$ cat config.mk
export PLATFORM = sky130hd
export DESIGN_NAME = ysyx_24090012_mem_arb
export DESIGN_NICKNAME = d
export VERILOG_FILES = /design/src/rtl/ysyx_24090012_mem_arb.sv
export SDC_FILE = /design/constraint.sdc
export NUM_CORES = 1
export LEC_CHECK = 0
export ABC_AREA = 1
export BUFFER_PORTS_ARGS = -buffer_cell sky130_fd_sc_hd__buf_2
export CELL_PAD_IN_SITES_DETAIL_PLACEMENT = 1
export CELL_PAD_IN_SITES_GLOBAL_PLACEMENT = 1
export CORE_ASPECT_RATIO = 1.2
export CORE_MARGIN = 4
export CORE_UTILIZATION = 29
export CTS_CLUSTER_DIAMETER = 120
export DETAILED_ROUTE_END_ITERATION = 10
export PLACE_DENSITY = 0.8
export SLEW_MARGIN = 20
export SYNTH_ARGS = -nofsm -noshare
export SYNTH_HDL_FRONTEND = slang
export SYNTH_SLANG_ARGS = --single-unit
$ cat constraint.sdc
create_clock -name clock -period 1.6 [get_ports clock]
set_clock_uncertainty 0.05 [all_clocks]
set_input_delay 0.32 -clock clock [delete_from_list [all_inputs] [get_ports clock]]
set_output_delay 0.32 -clock clock [all_outputs]
set_load 0.02 [all_outputs]
$ cat src/rtl/ysyx_24090012_mem_arb.sv
// ysyx_24090012_mem_arb
// Two-master (m0 = IFU, m1 = LSU) to one-slave memory arbiter with round-robin
// tie breaking and a single transaction in flight.
// Ports:
//   clock, reset          rising-edge clock, synchronous active-low reset
//   m<i>_req_*            master request channel (valid/ready, addr, wen, wdata, wstrb)
//   m<i>_rsp_*            master response channel (valid/ready, rdata, err)
//   m<i>_grant_cnt        completed transactions per master (wraps)
//   s_req_*               slave request channel driven from the latched request
//   s_rsp_*               slave response channel
//   state_out             current FSM state for debug
module ysyx_24090012_mem_arb #(
  parameter int unsigned ADDR_W = 32,
  parameter int unsigned DATA_W = 32,
  parameter int unsigned CNT_W  = 32
) (
  input  logic                  clock,
  input  logic                  reset,
  input  logic                  m0_req_valid,
  input  logic                  m1_req_valid,
  output logic                  m0_req_ready,
  output logic                  m1_req_ready,
  input  logic [ADDR_W-1:0]     m0_req_addr,
  input  logic [ADDR_W-1:0]     m1_req_addr,
  input  logic                  m0_req_wen,
  input  logic                  m1_req_wen,
  input  logic [DATA_W-1:0]     m0_req_wdata,
  input  logic [DATA_W-1:0]     m1_req_wdata,
  input  logic [DATA_W/8-1:0]   m0_req_wstrb,
  input  logic [DATA_W/8-1:0]   m1_req_wstrb,
  output logic                  m0_rsp_valid,
  output logic                  m1_rsp_valid,
  input  logic                  m0_rsp_ready,
  input  logic                  m1_rsp_ready,
  output logic [DATA_W-1:0]     m0_rsp_rdata,
  output logic [DATA_W-1:0]     m1_rsp_rdata,
  output logic                  m0_rsp_err,
  output logic                  m1_rsp_err,
  output logic [CNT_W-1:0]      m0_grant_cnt,
  output logic [CNT_W-1:0]      m1_grant_cnt,
  output logic                  s_req_valid,
  input  logic                  s_req_ready,
  output logic [ADDR_W-1:0]     s_req_addr,
  output logic                  s_req_wen,
  output logic [DATA_W-1:0]     s_req_wdata,
  output logic [DATA_W/8-1:0]   s_req_wstrb,
  input  logic                  s_rsp_valid,
  output logic                  s_rsp_ready,
  input  logic [DATA_W-1:0]     s_rsp_rdata,
  input  logic                  s_rsp_err,
  output logic [1:0]            state_out
);

  localparam int unsigned STRB_W = DATA_W / 8;

  typedef enum logic [1:0] {
    IDLE  = 2'd0,
    ISSUE = 2'd1,
    WAIT  = 2'd2,
    RESP  = 2'd3
  } state_t;

  typedef struct packed {
    logic [ADDR_W-1:0] addr;
    logic              wen;
    logic [DATA_W-1:0] wdata;
    logic [STRB_W-1:0] wstrb;
  } req_t;

  state_t            state;
  logic              last_grant;
  logic              owner;
  req_t              req_q;
  logic [DATA_W-1:0] rdata_q;
  logic              err_q;
  logic [CNT_W-1:0]  cnt0_q;
  logic [CNT_W-1:0]  cnt1_q;

  logic              winner_c;
  logic              idle_c;
  logic              accept_c;
  logic              owner_rsp_ready_c;
  req_t              req_in_c;

  // Round-robin: a lone requester wins, a tie goes to the master not granted last.
  always_comb begin
    winner_c = 1'b0;
    if (m0_req_valid && m1_req_valid) begin
      winner_c = ~last_grant;
    end else if (m1_req_valid) begin
      winner_c = 1'b1;
    end
  end

  // Readies are held low while reset is asserted, not just after the reset edge.
  assign idle_c       = reset && (state == IDLE);
  assign m0_req_ready = idle_c && m0_req_valid && !winner_c;
  assign m1_req_ready = idle_c && m1_req_valid &&  winner_c;
  assign accept_c     = m0_req_ready || m1_req_ready;

  // Request fields of the current winner.
  always_comb begin
    req_in_c = '0;
    if (winner_c) begin
      req_in_c.addr  = m1_req_addr;
      req_in_c.wen   = m1_req_wen;
      req_in_c.wdata = m1_req_wdata;
      req_in_c.wstrb = m1_req_wstrb;
    end else begin
      req_in_c.addr  = m0_req_addr;
      req_in_c.wen   = m0_req_wen;
      req_in_c.wdata = m0_req_wdata;
      req_in_c.wstrb = m0_req_wstrb;
    end
  end

  assign owner_rsp_ready_c = owner ? m1_rsp_ready : m0_rsp_ready;

  // Transaction FSM; all request/response payloads are latched copies.
  always_ff @(posedge clock) begin
    if (!reset) begin
      state      <= IDLE;
      last_grant <= 1'b1;
      owner      <= 1'b0;
      req_q      <= '0;
      rdata_q    <= '0;
      err_q      <= 1'b0;
      cnt0_q     <= '0;
      cnt1_q     <= '0;
    end else begin
      case (state)
        IDLE: begin
          if (accept_c) begin
            req_q      <= req_in_c;
            owner      <= winner_c;
            last_grant <= winner_c;
            state      <= ISSUE;
          end
        end
        ISSUE: begin
          if (s_req_ready) begin
            state <= WAIT;
          end
        end
        WAIT: begin
          if (s_rsp_valid) begin
            rdata_q <= s_rsp_rdata;
            err_q   <= s_rsp_err;
            state   <= RESP;
          end
        end
        RESP: begin
          if (owner_rsp_ready_c) begin
            if (owner) begin
              cnt1_q <= cnt1_q + CNT_W'(1);
            end else begin
              cnt0_q <= cnt0_q + CNT_W'(1);
            end
            state <= IDLE;
          end
        end
        default: state <= IDLE;
      endcase
    end
  end

  // Slave side decodes straight from the state register.
  assign s_req_valid = reset && (state == ISSUE);
  assign s_rsp_ready = reset && (state == WAIT);
  assign s_req_addr  = req_q.addr;
  assign s_req_wen   = req_q.wen;
  assign s_req_wdata = req_q.wdata;
  assign s_req_wstrb = req_q.wstrb;

  // Only the owning master sees the response; the other side stays quiet.
  assign m0_rsp_valid = reset && (state == RESP) && !owner;
  assign m1_rsp_valid = reset && (state == RESP) &&  owner;
  assign m0_rsp_rdata = owner ? '0 : rdata_q;
  assign m1_rsp_rdata = owner ? rdata_q : '0;
  assign m0_rsp_err   = !owner && err_q;
  assign m1_rsp_err   =  owner && err_q;

  assign m0_grant_cnt = cnt0_q;
  assign m1_grant_cnt = cnt1_q;
  assign state_out    = state;

endmodule
* Word level (Yosys, flattened, before mapping) *
Index checks and enable logic that the tools add are counted.

operators by class
  order comparisons = 0
  bitwise logic cells = 2
  shift operators = 0
  div/mod/pow operators = 0
  reduce and logical (&&, ||, !) cells = 22
  add/subtract/negate cells = 2
  muxes and demuxes = 11
  equality and inequality tests = 7
  multipliers = 0

operator list
  operator                                                         number
  69-bit two-way mux                                               1
  32-bit by 1-bit adder with 32-bit output, second input constant  2
  32-bit two-way mux                                               2
  1-bit logical AND                                                13
  2-bit two-way mux                                                4
  2-bit inequality test, second input constant                     4
  2-bit case mux with 4 select lines                               1
  3-bit AND reduction                                              2
  2-bit == test, second input constant                             2
  2-bit AND reduction                                              2
  4-bit AND reduction                                              1
  1-bit two-way mux                                                3
  2-bit by 1-bit == test with 1-bit output, second input constant  1
  1-bit logical NOT                                                2
  2-bit logical NOT                                                1
  1-bit inverter                                                   2
  1-bit logical OR                                                 1

word-level totals
  output and inout port bits = 207
  register bits = 170
  memory bits (read-only) = 0
  input bits = 179
  bits in writable memories = 0
  memories kept = 0
  latch bits = 0
  logic and storage cells = 55

* Logic depth before layout (Yosys ltp) *
  depth after elaboration = 7
  gate-level depth with buffers = 10
  mapped depth without buffers = 10

* Least setup slack after synthesis *
No wires, ideal clock.

  kind = register to register
  from = reg state[0] (netlist: state_out[0])
  to = reg req_q (netlist bit s_req_addr[0])
  path buffers = 2
  arrival time = 1.737 ns
  period minus slack after synthesis = 1.904 ns
  setup slack = -0.304 ns
  stages on the path, launching flop included = 11
  setup time = 0.116 ns
  data required time = 1.434 ns
  cell sequence = dfxtp_1 -> inv_1 -> ha_1 -> nand2_1 -> nor2_1 -> nor2_1 -> inv_2 -> buf_4 -> buf_4 -> nand3_1 -> o211a_1

between the ends
  longest elaborated chain between the ends = 6
  elaborated cells between the ends (all ways) = 8
  classes of those cells = 8 x reduce/logical

ends and longest elaborated chain
  item                            RTL line  text
  start: declaration              70        state_t state;
  start signal: assignment        122       state <= IDLE;
  start signal: assignment        137       state <= ISSUE;
  start signal: assignment        142       state <= WAIT;
  2-bit logical NOT               96        assign idle_c = reset && (state == IDLE);
  1-bit logical AND               96
  1-bit logical AND (2 in a row)  98        assign m1_req_ready = idle_c && m1_req_valid && winner_c;
  via m1_req_ready                22        output logic m1_req_ready,
  1-bit logical OR                99        assign accept_c = m0_req_ready || m1_req_ready;
  2-bit AND reduction (no line)   n/a
  end signal: assignment          134       req_q <= req_in_c;
  end: declaration                73        req_t req_q;

The timed path passes the listed nets, and every way through them passes these cells.
A chain may end at the register's enable or synchronous reset.

* Final worst setup path *
  from = reg state[1] (netlist: state_out[1])
  to = reg req_q (netlist bit s_req_wdata[30])

between the ends
  longest elaborated chain between the ends = 6
  elaborated cells between the ends (all ways) = 8
  classes of those cells = 8 x reduce/logical

ends and longest elaborated chain
  item                                               RTL line
  2-bit logical NOT *                                96, 131
  1-bit logical AND                                  96
  1-bit logical AND (on tied branches) (2 in a row)  97, 98
  1-bit logical OR                                   99
  2-bit AND reduction (no line) *                    n/a

Every way passes the cells marked *; elsewhere a longest branch is shown, timed or not.

==> results.sh <==
export IMPL_worst_path_buf_inv=7
export IMPL_port_buffers=385
export IMPL_coreArea_um2=28900
export IMPL_fin_crit_sh_pct=119
export IMPL_fin_area_um2=15500
export IMPL_cts_buffers=17
export IMPL_worst_slew_pin_slew_ns=0.488
export IMPL_post_place_cells=2064
export IMPL_grt_total_usage_pct=24.2
export IMPL_syn_to_final_growth_pct=80.8
export IMPL_critPathLaunchType="flip-flop"
export IMPL_path_class="reg -> reg"
export IMPL_place_area_um2=11500
export IMPL_relSlewSlack_pct=67.5
export IMPL_seqCellArea_um2=3420
export IMPL_synth_area_per_cell_um2=6.77
export IMPL_path_delay_family="buffers and inverters"
export IMPL_ys_warn_count=0
export IMPL_die_area_um2=32400
export IMPL_drt_first_iter_violations=549
export IMPL_fin_nets=1972
export IMPL_fillers=3524
export IMPL_ant_nets=0
export IMPL_powerDensity_nw_per_um2=1160
export IMPL_worst_ep_required_time_ns=1.88
export IMPL_ctsHoldBuffers=0
export IMPL_timing_hold_violations_final=0
export IMPL_cp_slowest_cell="dfxtp_4"
export IMPL_dr_pass1_iters=5
export IMPL_cts_sinks=170
export IMPL_final_setup_viol_count=201
export IMPL_crit_arrival_ns=2.18
export IMPL_final_core_util_pct=53.6
export IMPL_critical_path_max_stage_delay_ns=0.37
export IMPL_outcome="complete, but fails checks"
export IMPL_hpwlAfterDp_um=28400
export IMPL_grt_pass1_vias=11000
export IMPL_num_rows=68
export IMPL_maxSlewViolCount=0
export IMPL_die_w_um=165
export IMPL_ys_seq_area_share_pct=39.7
export IMPL_crit_chain="inv_4, ha_4, nand2_4, buf_6, nor2_4, buf_6, nor2_4, buf_12, buf_8, clkinv_8, buf_8, o211a_1"
export IMPL_synth_seq_cells=170
export IMPL_vdd_ir_drop_max_mv=0.701
export IMPL_layout_cells_non_filler=2186
export IMPL_antenna_found_initial=1
export IMPL_cts_tree="yes"
export IMPL_clock_root_buffer="clkbuf_16"
export IMPL_gp_congestion=0.811
export IMPL_violations="negative setup slack"
export IMPL_drc_errors=0
export IMPL_endpoint_kind="flip-flop"
export IMPL_via_per_inst=5.00
export IMPL_initial_core_util_pct=29.6
export IMPL_grt_pass1_wl_um=61600
export IMPL_finalWirelength_um=47200
export IMPL_drive_gt1_share_pct=49.0
export IMPL_fin_crit_ns=1.90
export IMPL_rsz0062_at_grt="true"
export IMPL_cellLeakagePower_nw=8.24
export IMPL_wl_per_cell_um=21.6
export IMPL_hold_path_class="in -> reg"
export IMPL_grt_max_degree=67
export IMPL_cap_violations=0
export IMPL_htreeDepth=4
export IMPL_die_h_um=196
export IMPL_pin_count=386
export IMPL_syn_area_um2=8570
export IMPL_fin_ws_ns=-0.303
export IMPL_vias=10900
export IMPL_synthCells=1267
export IMPL_synth_fp_nets=1453
export IMPL_cp_max_fo=8
export IMPL_grt_overflow=0
export IMPL_max_freq_mhz=526
export IMPL_clk_path_buf_depth=2
export IMPL_clk_pin_slew_ns=0.08
export IMPL_clk_latency_ns=0.44
export IMPL_synth_distinct_cells=27
export IMPL_multiInputGateArea_um2=5620
## final cells by class
type                       count  share of cell area, %
multi-input combinational    861                   36.2
timing repair buffer         559                   29.7
sequential                   170                   22.1
inverter                     174                   4.48
tap                          385                   3.11
clock buffer                  18                   2.83
clock inverter                14                   1.32
timing repair inverter         3                  0.283
antenna                        2                 0.0323
## cells in the mapped netlist
library cell	number	share of area (%)
o21ai_0	46	2.7
xor2_1	3	0.31
inv_2	3	0.13
nor2_8	2	0.47
nor2_2	3	0.22
o21a_1	6	0.53
nand3_2	1	0.12
nor2_4	4	0.53
xnor2_1	1	0.10
nand3_4	2	0.41
nand2_1	338	15
buf_2	10	0.58
inv_1	171	7.5
nand4_1	20	1.5
dfxtp_1	170	40
buf_1	8	0.35
clkbuf_1	35	1.5
nand3_1	115	6.7
buf_4	10	0.88
nand2_4	2	0.26
a21oi_1	61	3.6
ha_1	7	1.0
o31ai_1	1	0.088
o211a_1	69	8.1
nor3_1	10	0.58
nand2_2	1	0.073
nor2_1	168	7.4
## routing by layer
layer  global-route usage (%)  vias to the layer above  share of wire, %
li1                         -                     5085                 -
met1                     27.2                     5276                38
met2                     42.9                      464                50
met3                     8.58                      101               8.1
met4                     7.12                        0               4.1
met5                        0                        -                 0
## state kept, by name, indices dropped and copies added, names as in the netlist
signal / flops
m0_grant_cnt: 32
m1_grant_cnt: 32
rdata_q: 32
s_req_addr: 32
s_req_wdata: 32
s_req_wstrb: 4
state_out: 2
err_q: 1
last_grant: 1
owner: 1
s_req_wen: 1
## worst min-delay path, delay by kind of cell
family                 cells  cell delay (ns)
buffers and inverters      1             0.08
AO/OA/AOI/OAI              2             0.18
## repair_timing
| action | in CTS | in global routing |
|---|---|---|
| pin swaps | 51 | 68 |
| gates cloned | 8 | 25 |
| buffers inserted | 36 | 31 |
| resized for setup | 375 | 265 |
| setup endpoints to repair | 179 | 227 |
## cell families (layout without fill, tap and decap cells)
logic type               after synthesis  after routing  synth area share, %
XOR/XNOR                               4              4                0.409
other                                  0              2                    0
AND/OR/NAND/NOR                      666            667                 33.0
flip-flops                           170            170                 39.7
buffers and inverters                237            768                 11.0
AO/OA/AOI/OAI                        183            183                 14.9
adder cells (fa/ha/maj)                7              7                 1.02
## placed cells by master (no fill, tap or decap), types with 5 or more instances in the layout
cell type / count
nand3_2: 47
o21ai_0: 33
nand2_4: 41
a21oi_1: 47
inv_4: 5
a21oi_2: 11
inv_1: 128
o211a_1: 69
nor2_1: 96
nand3_4: 7
o21ai_2: 6
nand2_2: 24
dfxtp_1: 164
buf_6: 120
buf_2: 312
buf_16: 9
nand3_1: 64
buf_4: 76
o21ai_1: 7
nor2_2: 15
nand2_1: 274
o21a_1: 6
nor2_4: 65
clkbuf_16: 31
inv_6: 6
buf_8: 9
buf_12: 19
inv_2: 38
nand4_1: 20
## worst paths after layout
| path | start | to | slack, ns | cells past startpoint |
|---|---|---|---|---|
| worst min register to register | s_req_wdata[10]$_SDFFE_PN0P_ | s_req_wdata[10]$_SDFFE_PN0P_ | 0.45 | 1 |
| worst max-delay path | state_out[1]$_SDFFE_PN0P_ | s_req_wdata[30]$_SDFFE_PN0P_ | -0.30 | 12 |
| worst min-delay path | s_rsp_err | err_q$_SDFFE_PN0P_ | 0.12 | 3 |
| worst max register to register | state_out[1]$_SDFFE_PN0P_ | s_req_wdata[30]$_SDFFE_PN0P_ | -0.30 | 12 |
## power by group
group	switching, mW	leakage [nW]	internal, mW	total, mW
sequential	0.508	1.39	4.86	5.36
combinational	4.35	6.54	3.58	7.93
clock	1.99	0.314	2.70	4.69
## stage by stage
step	setup slack, ns	hold slack [ns]	power, mW	TNS [ns]
finish	-0.303	0.122	18.0	-37.75
global route	-0.377	0.124	18.7	-51.41
CTS	-0.322	0.103	15.8	-22.93
detailed placement	-0.153	0.412	9.75	-8.70
global placement	-0.0858	0.403	9.60	-4.24
floorplan	-0.0438	0.392	7.93	-2.66
No activity file was read; power rests on OpenSTA's default activity.
